===== src/rtl/pulse_sync_feeder_if.sv =====
// Event/handshake bundle between local event logic, the feeder and the 4-bit pulse synchronizer.
interface pulse_sync_feeder_if #(
  parameter int DEPTH = 4
);
  localparam int CW = $clog2(DEPTH) + 1;

  logic [3:0]    evt_in;
  logic          evt_valid;
  logic          busy;
  logic [3:0]    sig_4bit;
  logic [CW-1:0] count;
  logic          full;
  logic          empty;
  logic          overflow;
  logic          timeout_err;

  modport master (
    output evt_in, evt_valid, busy,
    input  sig_4bit, count, full, empty, overflow, timeout_err
  );

  modport slave (
    input  evt_in, evt_valid, busy,
    output sig_4bit, count, full, empty, overflow, timeout_err
  );
endinterface


===== src/rtl/pulse_sync_feeder.sv =====
// Buffers 4-bit event codes and launches them one at a time as single-cycle pulses,
// waiting for a full busy rise/fall handshake from the synchronizer between launches.
module pulse_sync_feeder #(
  parameter int DEPTH     = 4,
  parameter int BUSY_WAIT = 4
) (
  input logic                clk,
  input logic                rst,
  pulse_sync_feeder_if.slave bus
);
  localparam int AW = $clog2(DEPTH);
  localparam int CW = AW + 1;
  localparam int WW = $clog2(BUSY_WAIT + 1);

  typedef enum logic [1:0] {IDLE, LAUNCH, WAIT_BUSY, WAIT_DONE} state_t;

  state_t        state_q, state_d;
  logic [3:0]    mem [DEPTH];
  logic [AW-1:0] wr_ptr, rd_ptr;
  logic [CW-1:0] count_q, count_d;
  logic [WW-1:0] wait_q, wait_d;
  logic [3:0]    sig_q, sig_d;
  logic          full_q, empty_q, overflow_q, timeout_q;
  logic          pop, push, drop, evt_ok, timeout_set;

  always_comb begin
    state_d     = state_q;
    wait_d      = wait_q;
    sig_d       = '0;
    pop         = 1'b0;
    timeout_set = 1'b0;
    case (state_q)
      IDLE: begin
        if (!empty_q && !bus.busy) begin
          pop     = 1'b1;
          sig_d   = mem[rd_ptr];
          state_d = LAUNCH;
        end
      end
      LAUNCH: begin
        wait_d  = WW'(BUSY_WAIT);
        state_d = WAIT_BUSY;
      end
      WAIT_BUSY: begin
        if (bus.busy) begin
          state_d = WAIT_DONE;
        end else begin
          wait_d = wait_q - WW'(1);
          if (wait_q == WW'(1)) begin
            timeout_set = 1'b1;
            state_d     = IDLE;
          end
        end
      end
      WAIT_DONE: begin
        if (!bus.busy) state_d = IDLE;
      end
      default: state_d = IDLE;
    endcase

    // A same-edge pop frees a slot, so a push into a full FIFO is legal then
    evt_ok = bus.evt_valid && (bus.evt_in != 4'h0);
    push   = evt_ok && (!full_q || pop);
    drop   = evt_ok && full_q && !pop;

    count_d = count_q;
    case ({push, pop})
      2'b10:   count_d = count_q + CW'(1);
      2'b01:   count_d = count_q - CW'(1);
      default: count_d = count_q;
    endcase
  end

  always_ff @(posedge clk) begin
    if (rst) begin
      state_q    <= IDLE;
      wait_q     <= '0;
      sig_q      <= '0;
      wr_ptr     <= '0;
      rd_ptr     <= '0;
      count_q    <= '0;
      full_q     <= 1'b0;
      empty_q    <= 1'b1;
      overflow_q <= 1'b0;
      timeout_q  <= 1'b0;
    end else begin
      state_q <= state_d;
      wait_q  <= wait_d;
      sig_q   <= sig_d;
      count_q <= count_d;
      full_q  <= (count_d == CW'(DEPTH));
      empty_q <= (count_d == '0);
      if (push) begin
        mem[wr_ptr] <= bus.evt_in;
        wr_ptr      <= wr_ptr + AW'(1);
      end
      if (pop)         rd_ptr     <= rd_ptr + AW'(1);
      if (drop)        overflow_q <= 1'b1;
      if (timeout_set) timeout_q  <= 1'b1;
    end
  end

  assign bus.sig_4bit    = sig_q;
  assign bus.count       = count_q;
  assign bus.full        = full_q;
  assign bus.empty       = empty_q;
  assign bus.overflow    = overflow_q;
  assign bus.timeout_err = timeout_q;
endmodule


===== src/flat_wrapper.sv =====
// flat-port wrapper written by rule: the top's interface ports become plain ports
module pulse_sync_feeder_flat 
#(
  parameter int DEPTH     = 4,
  parameter int BUSY_WAIT = 4
)
  (clk, rst, bus_evt_in, bus_evt_valid, bus_busy, bus_sig_4bit, bus_count, bus_full, bus_empty, bus_overflow, bus_timeout_err);
  pulse_sync_feeder_if #(.DEPTH(DEPTH)) bus_i ();
  input logic clk;
  input logic rst;
  input wire logic [$bits(bus_i.evt_in)-1:0] bus_evt_in;
  input wire logic [$bits(bus_i.evt_valid)-1:0] bus_evt_valid;
  input wire logic [$bits(bus_i.busy)-1:0] bus_busy;
  output wire logic [$bits(bus_i.sig_4bit)-1:0] bus_sig_4bit;
  output wire logic [$bits(bus_i.count)-1:0] bus_count;
  output wire logic [$bits(bus_i.full)-1:0] bus_full;
  output wire logic [$bits(bus_i.empty)-1:0] bus_empty;
  output wire logic [$bits(bus_i.overflow)-1:0] bus_overflow;
  output wire logic [$bits(bus_i.timeout_err)-1:0] bus_timeout_err;
  assign bus_i.evt_in = bus_evt_in;
  assign bus_i.evt_valid = bus_evt_valid;
  assign bus_i.busy = bus_busy;
  assign bus_sig_4bit = bus_i.sig_4bit;
  assign bus_count = bus_i.count;
  assign bus_full = bus_i.full;
  assign bus_empty = bus_i.empty;
  assign bus_overflow = bus_i.overflow;
  assign bus_timeout_err = bus_i.timeout_err;
  pulse_sync_feeder #(.DEPTH(DEPTH), .BUSY_WAIT(BUSY_WAIT)) u_core (.clk(clk), .rst(rst), .bus(bus_i));
endmodule

===== config.mk =====
export PLATFORM = sky130hd
export DESIGN_NAME = pulse_sync_feeder_flat
export DESIGN_NICKNAME = d
export VERILOG_FILES = /design/src/rtl/pulse_sync_feeder_if.sv /design/src/rtl/pulse_sync_feeder.sv /design/src/flat_wrapper.sv
export SDC_FILE = /design/constraint.sdc
export NUM_CORES = 1
export LEC_CHECK = 0
export BUFFER_PORTS_ARGS = -buffer_cell sky130_fd_sc_hd__buf_2
export CAP_MARGIN = 20
export CORE_MARGIN = 2
export CORE_UTILIZATION = 49
export DETAILED_ROUTE_END_ITERATION = 7
export GPL_ROUTABILITY_DRIVEN = 1
export MAX_ROUTING_LAYER = met4
export PLACE_DENSITY = 0.67
export SYNTH_ARGS = -nofsm -noshare
export SYNTH_HDL_FRONTEND = slang
export SYNTH_SLANG_ARGS = --single-unit

===== constraint.sdc =====
create_clock -name clk -period 6.45 [get_ports clk]
set_input_delay 0.645 -clock clk [delete_from_list [all_inputs] [get_ports clk]]
set_output_delay 0.645 -clock clk [all_outputs]
set_load 0.02 [all_outputs]

==> impl_metrics.yaml, run 1 <==
drt:
  first_pass_iters: 4
  drt_wl_total_mm: 2.42
  ant_nets: 0
  vias: 975
  detail_route.iter0.violations: 17
  wl_per_cell_um: 12.8
  vias_per_cell: 5.16
  route.detailed.drc: 0
clock_network:
  clockRootBuffer: "clkbuf_4"
  htree_num_levels: 2
  ctsHoldBuffers: 0
  cts-buffers-inserted: 5
  clock-sinks: 36
  clkLatencyLatePin_ns: 0.33
  cts_tree: "built"
  cts_setup_buffers: 0
  path_clk_slew_ns: 0.10
  cts.repair.resized: 0
  cts_buffer_depth: 2
yosys:
  synth-simple-area-share_pct: 15.3
  synth_area_um2: 1570
  ys_warn_count: 0
  async_flop_share_pct: 0
  yosysUniqueCellTypes: 34
  synth_seq_area_share_pct: 56.3
  synth_ff_type: "dfxtp_1"
  synth_mux_area_share_pct: 7.75
  synth_compound_area_share_pct: 9.19
  synth_cells: 124
  ys_ff_latch: 36
  synthXorXnorAreaFrac_pct: 1.12
  synth_top_family_by_area: "simple AND/OR/NAND/NOR gates"
  syn_avg_cell_area_um2: 12.6
  syn-num-nets: 140
  synth-adder-area-share_pct: 6.87
  synth-edff-count: 16
worst_hold_path:
  hold_class: "reg2reg"
  hold_end: "u_core.bus.overflow"
  hp-start: "u_core.bus.overflow"
  hold_depth: 2
setup_path:
  rr_worst_depth: 8
  critPathSlowestCell: "or4_4"
  critPathRequiredTime_ns: 6.67
  r2r_end: "u_core.bus.empty"
  critPathTopFamily: "simple AND/OR/NAND/NOR gates"
  r2r_start: "u_core.state_q[1]"
  cp-end-kind: "register"
  worstPathCellList: "or4_4 > a21oi_2 > inv_2 > ha_1 > fa_1 > xnor2_1 > or3_1 > a31o_2"
  cp.arrival_ns: 3.11
  reg2reg_setup_slack_ns: 3.56
  path_class: "reg2reg"
  crit_path_max_incr_delay_ns: 0.62
  cp_max_fo: 14
  path_buf_inv: 1
  startpoint_type: "register"
timing:
  fmax_ghz: 0.346
  rsz0062_at_grt: "false"
  layout_worst_path_cycle_share_pct: 44.8
  tns_ns: 0
  fin_crit_ns: 2.89
  fin_skew_ns: 0.00864
  setup_viol: 0
  relSlewSlack_pct: 61.7
  final_max_slew_viol_count: 0
  worst_slew_pin_slew_ns: 0.567
  finalHoldViolations: 0
cells_and_area:
  drive_gt1_share_pct: 25.5
  antenna_cells: 0
  stdcell_count: 189
  fillers: 262
  nNetsFinal: 160
  area_delta_synth_final_pct: 11.1
pwr:
  internal-power_mw: 0.344
  power_frac_seq_pct: 57.5
  clkPwrFrac_pct: 22.7
  powerDensity_nw_per_um2: 274
  switching_share_pct: 28.0
  comb_power_share_pct: 19.8
  p_leak_nw: 0.635
  p_sw_mw: 0.133
  irDropWorstVdd_uv: 165
die:
  placementRows: 20
  dieArea_um2: 3660
  die_w_um: 60.5
  io_pins: 19
  die_h_um: 60.5
  coreArea_um2: 3050
  start_util_pct: 51.3
placement:
  place_inst: 181
  gp_congestion: 0.802
  post-dp-hpwl_mm: 1.73
  port_buffers: 18
job:
  cap_violations: 0
global_route:
  antenna_found_initial: 0
  track_usage_pct: 16.2
  grt-ovfl-total: 0
  grt_pass1_vias: 937
  grt_pass1_wl_mm: 4.14
  grt_max_degree: 24
status:
  outcome: "completed"
[worst min-delay path, delay by kind of cell (launching register included)]
family                 cells  cell delay, ns
buffers and inverters      1            0.04
flip-flops                 1            0.32
AO/OA/AOI/OAI              1            0.05
[worst max-delay path by stage]
| stage | start | end | cells past startpoint |
|---|---|---|---|
| 2_1_floorplan | bus_busy | u_core.bus.empty | 9 |
| 3_3_place_gp | bus_busy | u_core.bus.empty | 9 |
| 3_5_place_dp | bus_busy | u_core.bus.empty | 9 |
| 4_1_cts | u_core.state_q[1] | u_core.bus.empty | 8 |
| 5_1_grt | u_core.state_q[1] | u_core.bus.full | 8 |
| 6_report | u_core.state_q[1] | u_core.bus.empty | 8 |
[registers in the layout (all words and copies together) (netlist names)]
register and cells:
u_core.bus.timeout_err 1, u_core.bus.overflow 1, u_core.wait_q 3, u_core.mem 16
u_core.bus.full 1, u_core.rd_ptr 2, u_core.state_q 2, u_core.bus.empty 1
u_core.bus.count 3, u_core.wr_ptr 2, u_core.bus.sig_4bit 4
[kinds of logic after synthesis]
kind of cell | after synthesis
flops | 36
simple gates | 34
compound gates | 23
buf+inv | 14
fa+ha+maj | 8
mux | 7
xor+xnor | 2
[power by group through the flow]
stage                     Clock, mW  Combinational, mW  Sequential (mW)
final                         0.108             0.0945            0.275
after global routing          0.124              0.105            0.278
after CTS                     0.114             0.0954            0.275
after detailed placement          0             0.0949            0.280
after global placement            0             0.0932            0.280
after floorplan                   0             0.0678            0.283
[synth_stat cells, drive strengths merged (2+ instances only)]
cell type / number / area [um2]
dfxtp: 20 / 400
edfxtp: 16 / 480
a21oi: 9 / 48.8
inv: 9 / 33.8
nor3b: 8 / 80.1
ha: 7 / 87.6
nand2b: 6 / 37.5
nor2: 6 / 22.5
nor2b: 6 / 37.5
o21ai: 5 / 25.0
mux4: 4 / 90.1
a211oi: 3 / 22.5
clkbuf: 3 / 11.3
buf: 2 / 8.75
mux2i: 2 / 20.0
o211ai: 2 / 15.0
or3: 2 / 12.5
xnor2: 2 / 17.5
[placed cells by master, fill, tap and decap left out, drive strengths merged, types with 2 or more instances in the layout]
master / synthesis / final
dfxtp: 20 / 20
buf: 2 / 18
edfxtp: 16 / 16
inv: 9 / 9
a21oi: 9 / 9
nor3b: 8 / 8
ha: 7 / 7
clkbuf: 3 / 7
nand2b: 6 / 6
nor2b: 6 / 6
nor2: 6 / 6
o21ai: 5 / 5
mux4: 4 / 4
a211oi: 3 / 3
mux2i: 2 / 2
xnor2: 2 / 2
o211ai: 2 / 2
or3: 2 / 2
[metrics by stage]
stage	power (mW)	worst slack, ns	cell area, um2	utilization [%]	hold slack (ns)
after global routing	0.507	3.39	1740	57.0	0.503
final	0.477	3.56	1740	57.0	0.455
after CTS	0.484	3.56	1740	57.0	0.463
after global placement	0.373	3.40	1690	55.4	0.430
after floorplan	0.350	3.48	1570	-	0.478
after detailed placement	0.375	3.36	1690	55.4	0.448
[metal layers]
layer | up-vias | part of all wire [%] | GRT usage [%]
li1 | 488 | - | -
met1 | 468 | 47 | 20.2
met2 | 15 | 47 | 24.4
met3 | 4 | 4.3 | 5.76
met4 | 0 | 1.7 | 6.52
met5 | - | 0 | -
[final cells by class]
cell class              instances  area (um2)  area share (%)
well taps                      44        55.1            3.17
repair buffers                 18        90.1            5.18
flip-flops and latches         36         881            50.6
clock buffers                   7        45.0            2.59
inverters                       9        33.8            1.94
multi-input cells              74         631            36.3
clock inverters                 1        3.75           0.216
No activity file was read; power rests on OpenSTA's default activity.
==> run 2, diff against run 1 <==
- clock period: 6.45 -> 2.7 ns (I/O delays scaled with it)
==> run 2 against run 1 <==
Maximum frequency rose by 14%. Worst hold slack got worse by 0.30 ns. Total power rose by 150%. Cell area rose by 2.9%. Sequential cell count did not move. Count of clock-buffer cells in the layout fell by 2. Register-to-register slack got worse by 3.4 ns. Global-route usage rose by 2.7 points. Critical path depth did not move. Largest cell class unchanged.
==> impl_metrics.yaml, run 2 (synthesized netlist as in run 1, its figures left out) <==
global_route:
  antenna_found_initial: 0
  grt-ovfl-total: 0
  grt_pass1_vias: 967
  grt_max_degree: 24
  grt_pass1_wl_mm: 4.68
  track_usage_pct: 18.9
die:
  dieArea_um2: 3660
  start_util_pct: 51.3
  coreArea_um2: 3050
  die_w_um: 60.5
  die_h_um: 60.5
  io_pins: 19
  placementRows: 20
placement:
  gp_congestion: 0.760
  post-dp-hpwl_mm: 1.95
  port_buffers: 18
pwr:
  internal-power_mw: 0.828
  total_power_mw: 1.18
  switching_share_pct: 29.7
  powerDensity_nw_per_um2: 659
  comb_power_share_pct: 21.3
  p_sw_mw: 0.350
  irDropWorstVdd_uv: 357
  power_frac_seq_pct: 55.3
  p_leak_nw: 0.665
  clkPwrFrac_pct: 23.4
timing:
  rsz0062_at_grt: "false"
  setup_viol: 0
  relSlewSlack_pct: 71.8
  finalHoldViolations: 0
  worst_slew_pin_slew_ns: 0.421
  fin_skew_ns: 0.0125
  fin_crit_ns: 2.54
  fmax_ghz: 0.393
  layout_worst_path_cycle_share_pct: 94.2
  final_max_slew_viol_count: 0
  tns_ns: 0
clock_network:
  path_clk_slew_ns: 0.11
  cts_setup_buffers: 0
  ctsHoldBuffers: 0
  clock-sinks: 36
  cts_buffer_depth: 2
  cts-buffers-inserted: 5
  clockRootBuffer: "clkbuf_4"
  htree_num_levels: 2
  cts.repair.resized: 0
  clkLatencyLatePin_ns: 0.35
  cts_tree: "built"
setup_path:
  r2r_end: "u_core.bus.empty"
  r2r_start: "u_core.state_q[1]"
  reg2reg_setup_slack_ns: 0.16
  cp-end-kind: "register"
  critPathTopFamily: "simple AND/OR/NAND/NOR gates"
  worstPathCellList: "or4_4 > a21oi_4 > inv_2 > ha_1 > fa_2 > xnor2_1 > or3_1 > a31o_2"
  rr_worst_depth: 8
  critPathRequiredTime_ns: 2.95
  critPathSlowestCell: "or4_4"
  path_buf_inv: 1
  startpoint_type: "register"
  cp_max_fo: 5
  crit_path_max_incr_delay_ns: 0.57
  path_class: "reg2reg"
  cp.arrival_ns: 2.80
cells_and_area:
  drive_gt1_share_pct: 30.0
  final_common_cell: "dfxtp_1"
  register_area_um2: 881
  final_cell_mix: "20 x dfxtp_1, 18 x buf_2, 16 x edfxtp_1"
  regMostFlops: "u_core.mem"
  multi_input_area_um2: 641
  fillers: 277
  nNetsFinal: 165
  area_delta_synth_final_pct: 14.3
  antenna_cells: 0
  largest_reg_flops: 16
drt:
  detail_route.iter0.violations: 34
  vias_per_cell: 5.21
  ant_nets: 0
  wl_per_cell_um: 14.0
  route.detailed.drc: 0
  first_pass_iters: 4
  drt_wl_total_mm: 2.72
  vias: 1011
worst_hold_path:
  hold_class: "in2reg"
  hp-start: "bus_evt_in[1]"
  hold_depth: 1
  hold_end: "u_core.mem[2][1]"
status:
  outcome: "completed"
job:
  cap_violations: 0
-- run 2: changes by cell type in the layout (fill, tap and decap cells not counted), sizes merged --
cell / previous run / this run
clkbuf: 7 / 5
clkinv: 1 / 3
buf: 18 / 23
-- run 2: how the worst max path moves through the flow --
stage	start	endpoint	slack (ns)	cells past startpoint
finish	u_core.state_q[1]	u_core.bus.empty	0.16	8
detailed placement	bus_busy	u_core.bus.empty	0.1	9
global route	u_core.state_q[1]	u_core.bus.empty	0.04	8
floorplan	u_core.state_q[0]	u_core.bus.empty	0.08	8
global placement	bus_busy	u_core.bus.empty	0.15	9
CTS	u_core.state_q[1]	u_core.bus.empty	0.12	8
-- run 2: layout make-up --
cell class              instances  area share (%)
well taps                      44            3.08
flip-flops and latches         36            49.2
inverters                       9            1.89
multi-input cells              74            35.8
clock inverters                 3           0.769
repair buffers                 23            7.13
clock buffers                   5            2.10
-- run 2: through the flow --
stage	instance area, um2	hold WS, ns	utilization, %	setup slack [ns]	std cells
floorplan	1570	0.369	-	0.0816	124
global placement	1730	0.432	56.6	0.148	186
detailed placement	1730	0.442	56.6	0.0964	186
CTS	1780	0.147	58.3	0.116	194
global route	1790	0.140	58.6	0.0419	194
finish	1790	0.153	58.6	0.156	194
-- run 2: metal layers --
layer  vias to the layer above  routed length, um  global-route usage, %
li1                        498                  -                      -
met1                       486               1280                   22.7
met2                        19               1280                   29.5
met3                         8                 93                   4.48
met4                         0                 70                   10.2
met5                         -                  0                      -
-- run 2: power by group through the flow --
stage / Combinational (mW) / Sequential, mW / Clock [mW]
after floorplan: 0.162 / 0.675 / 0
after global placement: 0.241 / 0.660 / 0
after detailed placement: 0.246 / 0.665 / 0
after CTS: 0.248 / 0.652 / 0.278
after global routing: 0.282 / 0.660 / 0.308
final: 0.250 / 0.652 / 0.276
==> run 3, diff against run 2 <==
- CORE_UTILIZATION: 49 -> 50
- PLACE_DENSITY: 0.67 -> 0.68
==> run 3 against run 2 <==
Sequential power shrank 0.6%. Total power down 1.1%. Combinational power about the same. Sequential share of layout area up 0.069 points. Setup slack lost 0.024 ns. Wire length shrank 11%. Final cell count decreased by 5.7%. Sequential cell count is the same. Clock power shrank 3%. Critical endpoint unchanged. Largest cell class unchanged. Highest routed layer unchanged.
==> impl_metrics.yaml, run 3 (synthesized netlist as in run 1, its figures left out) <==
cells_and_area:
  drive_gt1_share_pct: 30.7
  nNetsFinal: 165
  stdcell_count: 183
  largest_reg_flops: 16
  regMostFlops: "u_core.mem"
  final_cell_mix: "20 x dfxtp_1, 18 x buf_2, 16 x edfxtp_1"
  final_common_cell: "dfxtp_1"
  antenna_cells: 0
  area_delta_synth_final_pct: 14.1
  utilization_pct: 59.5
  fillers: 252
setup_path:
  cp-end-kind: "register"
  cp.arrival_ns: 2.80
  path_class: "reg2reg"
  startpoint_type: "register"
  cp_max_fo: 5
  critPathRequiredTime_ns: 2.94
timing:
  rsz0062_at_grt: "false"
  tns_ns: 0
  final_max_slew_viol_count: 0
  setup_viol: 0
  finalHoldViolations: 0
  fin_crit_ns: 2.57
  layout_worst_path_cycle_share_pct: 95.1
  worst_slew_pin_slew_ns: 0.448
  fin_skew_ns: 0.00994
  relSlewSlack_pct: 70.2
  fmax_ghz: 0.389
clock_network:
  cts_setup_buffers: 0
  cts.repair.resized: 0
  clockRootBuffer: "clkbuf_4"
  clock-sinks: 36
  ctsHoldBuffers: 0
  path_clk_slew_ns: 0.11
  cts-buffers-inserted: 5
  clkLatencyLatePin_ns: 0.34
  cts_tree: "built"
  htree_num_levels: 2
  cts_buffer_depth: 2
die:
  dieArea_um2: 3590
  io_pins: 19
  die_h_um: 60.0
  coreArea_um2: 3000
  die_w_um: 60.0
  start_util_pct: 52.1
  placementRows: 20
job:
  cap_violations: 0
placement:
  post-dp-hpwl_mm: 1.77
  gp_congestion: 0.685
  place_inst: 175
  port_buffers: 18
global_route:
  grt_max_degree: 24
  antenna_found_initial: 0
  track_usage_pct: 17.5
  grt_pass1_wl_mm: 4.37
  grt_pass1_vias: 968
  grt-ovfl-total: 0
pwr:
  p_leak_nw: 0.661
  irDropWorstVdd_uv: 379
  powerDensity_nw_per_um2: 652
drt:
  detail_route.iter0.violations: 29
  drt_wl_total_mm: 2.43
  wl_per_cell_um: 13.3
  vias: 987
  ant_nets: 0
  vias_per_cell: 5.39
  first_pass_iters: 4
  route.detailed.drc: 0
worst_hold_path:
  hold_class: "in2reg"
status:
  outcome: "completed"
-- run 3: layout make-up --
class | instances | area, um2 | share of cell area, %
clock inverters | 2 | 11.3 | 0.630
flip-flops and latches | 36 | 881 | 49.3
inverters | 9 | 33.8 | 1.89
multi-input cells | 74 | 651 | 36.4
well taps | 33 | 41.3 | 2.31
clock buffers | 6 | 41.3 | 2.31
repair buffers | 23 | 128 | 7.14
-- run 3: final timing paths --
path	start	to	slack [ns]	depth (start not counted)
worst max-delay path	u_core.state_q[1]	u_core.bus.empty	0.13	8
worst min-delay path	bus_evt_in[1]	u_core.mem[2][1]	0.16	1
worst max register to register	u_core.state_q[1]	u_core.bus.empty	0.13	8
worst min register to register	u_core.bus.overflow	u_core.bus.overflow	0.45	2
-- run 3: critical path, stage by stage (launching register included) --
cell	delay (ns)
dfxtp_1	0.32
or4_4	0.57
a21oi_4	0.18
inv_2	0.09
ha_2	0.21
fa_1	0.37
xnor2_1	0.15
or3_4	0.35
a31o_2	0.24
-- run 3: layer usage --
| layer | wire length (um) | track usage (%) |
|---|---|---|
| met1 | 1110 | 23.0 |
| met2 | 1170 | 25.0 |
| met3 | 92 | 3.90 |
| met4 | 46 | 9.52 |
| met5 | 0 | - |
-- run 3: through the flow --
stage	hold slack, ns	total power [mW]	area [um2]	setup WS (ns)
after floorplan	0.369	0.837	1570	0.0816
after global placement	0.429	0.899	1710	0.123
after detailed placement	0.443	0.905	1710	0.0846
after CTS	0.153	1.17	1770	0.0586
after global routing	0.159	1.24	1790	0.0152
final	0.158	1.17	1790	0.132
-- run 3: power by group --
part,switching (mW),internal (mW)
registers,0.0361,0.611
logic,0.129,0.122
clock network,0.168,0.0990
total,0.333,0.833
